==> config.mk <==
export PLATFORM = sky130hd
export DESIGN_NAME = cacheline_adapter
export DESIGN_NICKNAME = d
export VERILOG_FILES = /design/src/rtl/cacheline_adapter_pkg.sv /design/src/rtl/cacheline_adapter.sv
export SDC_FILE = /design/constraint.sdc
export NUM_CORES = 1
export LEC_CHECK = 0
export ABC_AREA = 1
export BUFFER_PORTS_ARGS = -buffer_cell sky130_fd_sc_hd__buf_2
export CAP_MARGIN = 20
export CORE_AREA = 2 2 280 282
export CTS_CLUSTER_DIAMETER = 50
export DETAILED_ROUTE_END_ITERATION = 6
export DIE_AREA = 0 0 282 284
export SLEW_MARGIN = 20
export SYNTH_ARGS = -nofsm -noshare
export SYNTH_HDL_FRONTEND = slang
export SYNTH_SLANG_ARGS = --single-unit
==> constraint.sdc <==
create_clock -name clk -period 3.1 [get_ports clk]
set_input_delay 0.31 -clock clk [delete_from_list [all_inputs] [get_ports clk]]
set_output_delay 0.31 -clock clk [all_outputs]
set_load 0.02 [all_outputs]
==> src/rtl/cacheline_adapter_pkg.sv <==
// Shared definitions for the cache-line to memory-burst adapter.
package cacheline_adapter_pkg;

    // Adapter control states.
    typedef enum logic [1:0] {
        IDLE        = 2'd0,
        READ_BURST  = 2'd1,
        WRITE_BURST = 2'd2,
        DONE        = 2'd3
    } adapter_state_e;

    // Default geometry: a 256-bit line moved as four 64-bit beats.
    localparam int LINE_W  = 256;
    localparam int BURST_W = 64;
    localparam int BEATS   = LINE_W / BURST_W;

endpackage

==> src/rtl/cacheline_adapter.sv <==
// Cache-line adapter: assembles a line fill from memory beats and serialises
// a line writeback into memory beats. Beat 0 is the least significant slice.
module cacheline_adapter
    import cacheline_adapter_pkg::*;
#(
    parameter int LINE_W   = cacheline_adapter_pkg::LINE_W,
    parameter int BURST_W  = cacheline_adapter_pkg::BURST_W,
    parameter int ADDR_W   = 32,
    parameter int OFFSET_W = 5
) (
    input  logic              clk,
    input  logic              rst,
    input  logic [ADDR_W-1:0] line_address_i,
    input  logic              line_read_i,
    input  logic              line_write_i,
    input  logic [LINE_W-1:0] line_wdata_i,
    output logic [LINE_W-1:0] line_rdata_o,
    output logic              line_resp_o,
    output logic [ADDR_W-1:0] mem_address_o,
    output logic              mem_read_o,
    output logic              mem_write_o,
    output logic [BURST_W-1:0] mem_wdata_o,
    input  logic [BURST_W-1:0] mem_rdata_i,
    input  logic              mem_resp_i
);

    localparam int BEATS = LINE_W / BURST_W;
    localparam int CNT_W = $clog2(BEATS);
    localparam logic [CNT_W-1:0] LAST_BEAT = CNT_W'(BEATS - 1);

    adapter_state_e    state;
    logic [CNT_W-1:0]  beat_cnt;
    logic [LINE_W-1:0] line_buf;
    logic [ADDR_W-1:0] addr_q;
    logic              mem_read_q;
    logic              mem_write_q;
    logic              resp_q;

    // The line offset bits are dropped on purpose: bursts are always line aligned.
    logic addr_offset_unused;
    assign addr_offset_unused = ^line_address_i[OFFSET_W-1:0];

    assign line_rdata_o  = line_buf;
    assign line_resp_o   = resp_q;
    assign mem_address_o = addr_q;
    assign mem_read_o    = mem_read_q;
    assign mem_write_o   = mem_write_q;
    assign mem_wdata_o   = line_buf[beat_cnt*BURST_W +: BURST_W];

    // Control FSM, beat counter, line buffer and registered handshake outputs.
    always_ff @(posedge clk or negedge rst) begin
        if (!rst) begin
            state       <= IDLE;
            beat_cnt    <= '0;
            line_buf    <= '0;
            addr_q      <= '0;
            mem_read_q  <= 1'b0;
            mem_write_q <= 1'b0;
            resp_q      <= 1'b0;
        end else begin
            case (state)
                IDLE: begin
                    // Writeback wins when both requests arrive together.
                    if (line_write_i) begin
                        state       <= WRITE_BURST;
                        addr_q      <= {line_address_i[ADDR_W-1:OFFSET_W], {OFFSET_W{1'b0}}};
                        beat_cnt    <= '0;
                        line_buf    <= line_wdata_i;
                        mem_write_q <= 1'b1;
                    end else if (line_read_i) begin
                        state      <= READ_BURST;
                        addr_q     <= {line_address_i[ADDR_W-1:OFFSET_W], {OFFSET_W{1'b0}}};
                        beat_cnt   <= '0;
                        mem_read_q <= 1'b1;
                    end
                end
                READ_BURST: begin
                    if (mem_resp_i) begin
                        line_buf[beat_cnt*BURST_W +: BURST_W] <= mem_rdata_i;
                        beat_cnt <= beat_cnt + CNT_W'(1);
                        if (beat_cnt == LAST_BEAT) begin
                            state      <= DONE;
                            mem_read_q <= 1'b0;
                            resp_q     <= 1'b1;
                        end
                    end
                end
                WRITE_BURST: begin
                    if (mem_resp_i) begin
                        beat_cnt <= beat_cnt + CNT_W'(1);
                        if (beat_cnt == LAST_BEAT) begin
                            state       <= DONE;
                            mem_write_q <= 1'b0;
                            resp_q      <= 1'b1;
                        end
                    end
                end
                DONE: begin
                    state  <= IDLE;
                    resp_q <= 1'b0;
                end
                default: begin
                    state       <= IDLE;
                    mem_read_q  <= 1'b0;
                    mem_write_q <= 1'b0;
                    resp_q      <= 1'b0;
                end
            endcase
        end
    end

endmodule

==> results.json <==
{
  "dominantRegCellSynth": "sky130_fd_sc_hd__dfrtp_1",
  "grt_setup_unrepaired": "false",
  "cts.clk_slew.worst_paths_ps": 60,
  "postLayoutSetupSlackWorst_ps": 137.6,
  "comb_pwr_share_pct": 59.5,
  "post_route_cells_drive_above_1_share_pct": 24.89,
  "final.setup_skew_ps": 10.53,
  "avgRoutedWirePerCell_um": 20.90,
  "tritoncts.num_buffers": 45,
  "syn2layout_area_growth_pct": 36.71,
  "rrSetupSlack_ps": 440,
  "tightestPinTransition_ps": 1162,
  "placement.setup.worst_slack_ps": 545.9,
  "post_synth_num_cell_types": 22,
  "totalNegativeSetupSlack_ps": 0,
  "internal-power_mw": 14.14,
  "cts_tree": "yes",
  "number_of_synthesized_flops_with_an_enable_pin": 0,
  "seq_power_share_pct": 23.2,
  "fmax_mhz": 337.6,
  "gr-total-overflow": 0,
  "leading_cell_types_by_total_area_after_synthesis": "sky130_fd_sc_hd__dfrtp_1, sky130_fd_sc_hd__nand2_1, sky130_fd_sc_hd__nand3_1, sky130_fd_sc_hd__nor2_1, sky130_fd_sc_hd__o21ai_0",
  "fp-row-count": 102,
  "max_cap_viol": 0,
  "share_of_total_power_in_the_clock_network_pct": 17.3,
  "ir_worst_vdd_v": 0.001124,
  "timing.max_slew.rel_slack_pct": 22.54,
  "detail_route.drc_violations": 0,
  "maximum_clock_insertion_buffer_count": 3,
  "seq_area_frac_synth_pct": 40.37,
  "post_cts_resized": 0,
  "ys_top_cells_by_count": "sky130_fd_sc_hd__nand2_1, sky130_fd_sc_hd__nor2_1, sky130_fd_sc_hd__nand3_1",
  "gate_count_of_the_mapped_netlist": 2808,
  "hold_violations": 0,
  "htree_num_levels": 2,
  "floorplan.initialDensity_pct": 23.36,
  "drt_first_iter_violations": 2167,
  "cp_max_fo": 120,
  "cp.required_ps": 2790,
  "buffer_ports.inserted": 701,
  "hold_class": "input port to register",
  "ant_nets": 0,
  "holdPathEnd": "line_rdata_o[12]",
  "sw_share_pct": 54.79,
  "dp.final_hpwl_um": 63030,
  "p_leak_nw": 13.88,
  "number_of_antenna_violations_at_the_first_check_in_global_routing": 22,
  "power_per_cell_area_nw_per_um2": 1272,
  "clock_latency_ps": 560,
  "yosys.area.top_type_share_pct": 40.37,
  "detailedRoute.firstPassIterationCount": 6,
  "whs_path_depth": 5,
  "grt_first_pass_wirelength_um": 137800,
  "dieArea_um2": 80090,
  "result_of_the_run": "completed",
  "clock_root_buffer": "sky130_fd_sc_hd__clkbuf_16",
  "post-synth-top-count-cell": "sky130_fd_sc_hd__nand2_1",
  "worstReg2RegStart": "state[1]",
  "endpoint_kind": "primary output",
  "count_of_state_elements_after_synthesis": 290,
  "timing.final.max_slew_violations": 0,
  "design.core.area_um2": 76960,
  "post_cts.repair.setup_buffers": 0,
  "finalNetCount": 3809,
  "num_vias": 22230,
  "power_switching_mw": 17.13,
  "post_synthesis_instance_area_um2": 17980,
  "setup_viol": 0,
  "cts_hold_buf": 42,
  "io_pins": 712,
  "min_from": "line_wdata_i[12]",
  "viasPerCell": 4.908,
  "synth-async-reset-ratio_pct": 100.0,
  "worstPathArrival_ps": 2650,
  "synth_warnings": 0,
  "path_class": "register to primary output",
  "die_width_um": 282,
  "die_height_um": 284,
  "timing.final.crit_share_pct": 95.56,
  "cts_sinks": 290,
  "critical_path.reg2reg.endpoint": "line_rdata_o[36]",
  "min_period_ps": 2962,
  "synth_area_per_cell_um2": 6.402,
  "ff2ff_path_depth": 8,
  "synth_largest_area_cell": "sky130_fd_sc_hd__dfrtp_1",
  "grt_pass1_vias": 21320,
  "crit_path_start_kind": "register",
  "grt_use_total_pct": 22.68,
  "gp_routability_congestion": 0.9074,
  "pin_count_of_the_biggest_net_entering_global_routing": 121,
  "totalWireLength_um": 94660
}
==> layout make-up <==
cell class                      instances  area, µm²
Inverter                              141      541.8
Clock buffer                           61       1329
Antenna cell                           15      37.54
Clock inverter                         18      247.7
Tap cell                             1040       1301
Fill cell                            8395      52380
Timing Repair Buffer                  804       4622
Sequential cell                       290       7264
Multi-Input combinational cell       2161       9231
==> cell families (layout without fill, tap and decap cells) <==
family	Yosys count	count (layout)	share of synthesized area, %
compound gates	327	327	9.571
fa+ha+maj	9	9	0.6264
buf+inv	361	1024	8.784
flops	290	290	40.37
other cells	1	20	0.02086
simple gates	1820	1820	40.63
==> routing by layer <==
layer / vias up / routed length [µm] / track usage, %
met2: 1403 / 43860 / 36.39
met1: 10360 / 35440 / 27.83
met4: 14 / 4970 / 12.14
met5: - / 87 / 0
li1: 10160 / - / -
met3: 300 / 10300 / 5.631
==> cell usage in the layout (no fill, tap or decap), types with 3 or more instances in the layout <==
| master | netlist | final |
|---|---|---|
| sky130_fd_sc_hd__dfrtp_1 | 290 | 288 |
| sky130_fd_sc_hd__nand3b_1 | 3 | 3 |
| sky130_fd_sc_hd__nor2_1 | 326 | 326 |
| sky130_fd_sc_hd__inv_6 | 0 | 5 |
| sky130_fd_sc_hd__bufinv_16 | 0 | 5 |
| sky130_fd_sc_hd__nand3_1 | 312 | 309 |
| sky130_fd_sc_hd__a21oi_1 | 66 | 66 |
| sky130_fd_sc_hd__o21ai_0 | 196 | 196 |
| sky130_fd_sc_hd__nor2_4 | 6 | 7 |
| sky130_fd_sc_hd__clkbuf_8 | 0 | 10 |
| sky130_fd_sc_hd__inv_1 | 137 | 133 |
| sky130_fd_sc_hd__clkinv_2 | 0 | 6 |
| sky130_fd_sc_hd__conb_1 | 1 | 5 |
| sky130_fd_sc_hd__clkbuf_1 | 68 | 4 |
| sky130_fd_sc_hd__nand2_1 | 1167 | 1166 |
| sky130_fd_sc_hd__buf_4 | 16 | 43 |
| sky130_fd_sc_hd__buf_12 | 0 | 18 |
| sky130_fd_sc_hd__diode_2 | 0 | 15 |
| sky130_fd_sc_hd__inv_2 | 3 | 4 |
| sky130_fd_sc_hd__clkinv_4 | 0 | 3 |
| sky130_fd_sc_hd__ha_1 | 9 | 7 |
| sky130_fd_sc_hd__clkbuf_16 | 0 | 47 |
| sky130_fd_sc_hd__o22ai_1 | 64 | 64 |
| sky130_fd_sc_hd__buf_2 | 129 | 700 |
| sky130_fd_sc_hd__dlygate4sd3_1 | 0 | 42 |
==> metrics by stage <==
step                area [µm²]  hold slack (ps)  util, %  total power [mW]  instances
floorplan                17990            14.41        -             18.10       2812
global placement         22540            372.3    29.29             25.26       4394
detailed placement       22540            377.6    29.29             25.47       4394
CTS                      24540            1.006    31.88             31.05       4515
global route             24570            35.25    31.92             33.04       4527
finish                   24570            42.38    31.93             31.27       4530
==> registers in the layout, indices dropped and copies added (netlist names) <==
register       flops
beat_cnt           2
state              2
line_rdata_o     256
mem_read_o         1
mem_address_o     27
line_resp_o        1
mem_write_o        1
==> power by group through the flow <==
stage / Combinational [mW] / Sequential, mW / Clock, mW
final: 18.6 / 7.24 / 5.42
after global routing: 19.9 / 7.42 / 5.69
after detailed placement: 18.3 / 7.20 / 0
after CTS: 18.3 / 7.19 / 5.53
after global placement: 18.0 / 7.21 / 0
after floorplan: 9.27 / 8.83 / 0
==> how the worst max path moves through the flow <==
stage | start | endpoint | slack, ps | cells after the start
floorplan | beat_cnt[0] | line_rdata_o[225] | 950 | 11
global route | beat_cnt[1] | mem_wdata_o[40] | 140 | 5
CTS | beat_cnt[0] | mem_wdata_o[3] | 210 | 5
global placement | state[1] | line_rdata_o[28] | 620 | 8
finish | beat_cnt[0] | mem_wdata_o[40] | 140 | 4
detailed placement | state[1] | line_rdata_o[36] | 550 | 8
==> worst max-delay path, stage by stage, from the launching register on <==
cell	delay, ps
sky130_fd_sc_hd__dfrtp_4	480
sky130_fd_sc_hd__buf_12	310
sky130_fd_sc_hd__o21ai_0	200
sky130_fd_sc_hd__o22ai_1	490
sky130_fd_sc_hd__buf_2	270
(Power assumes the default switching activity.)
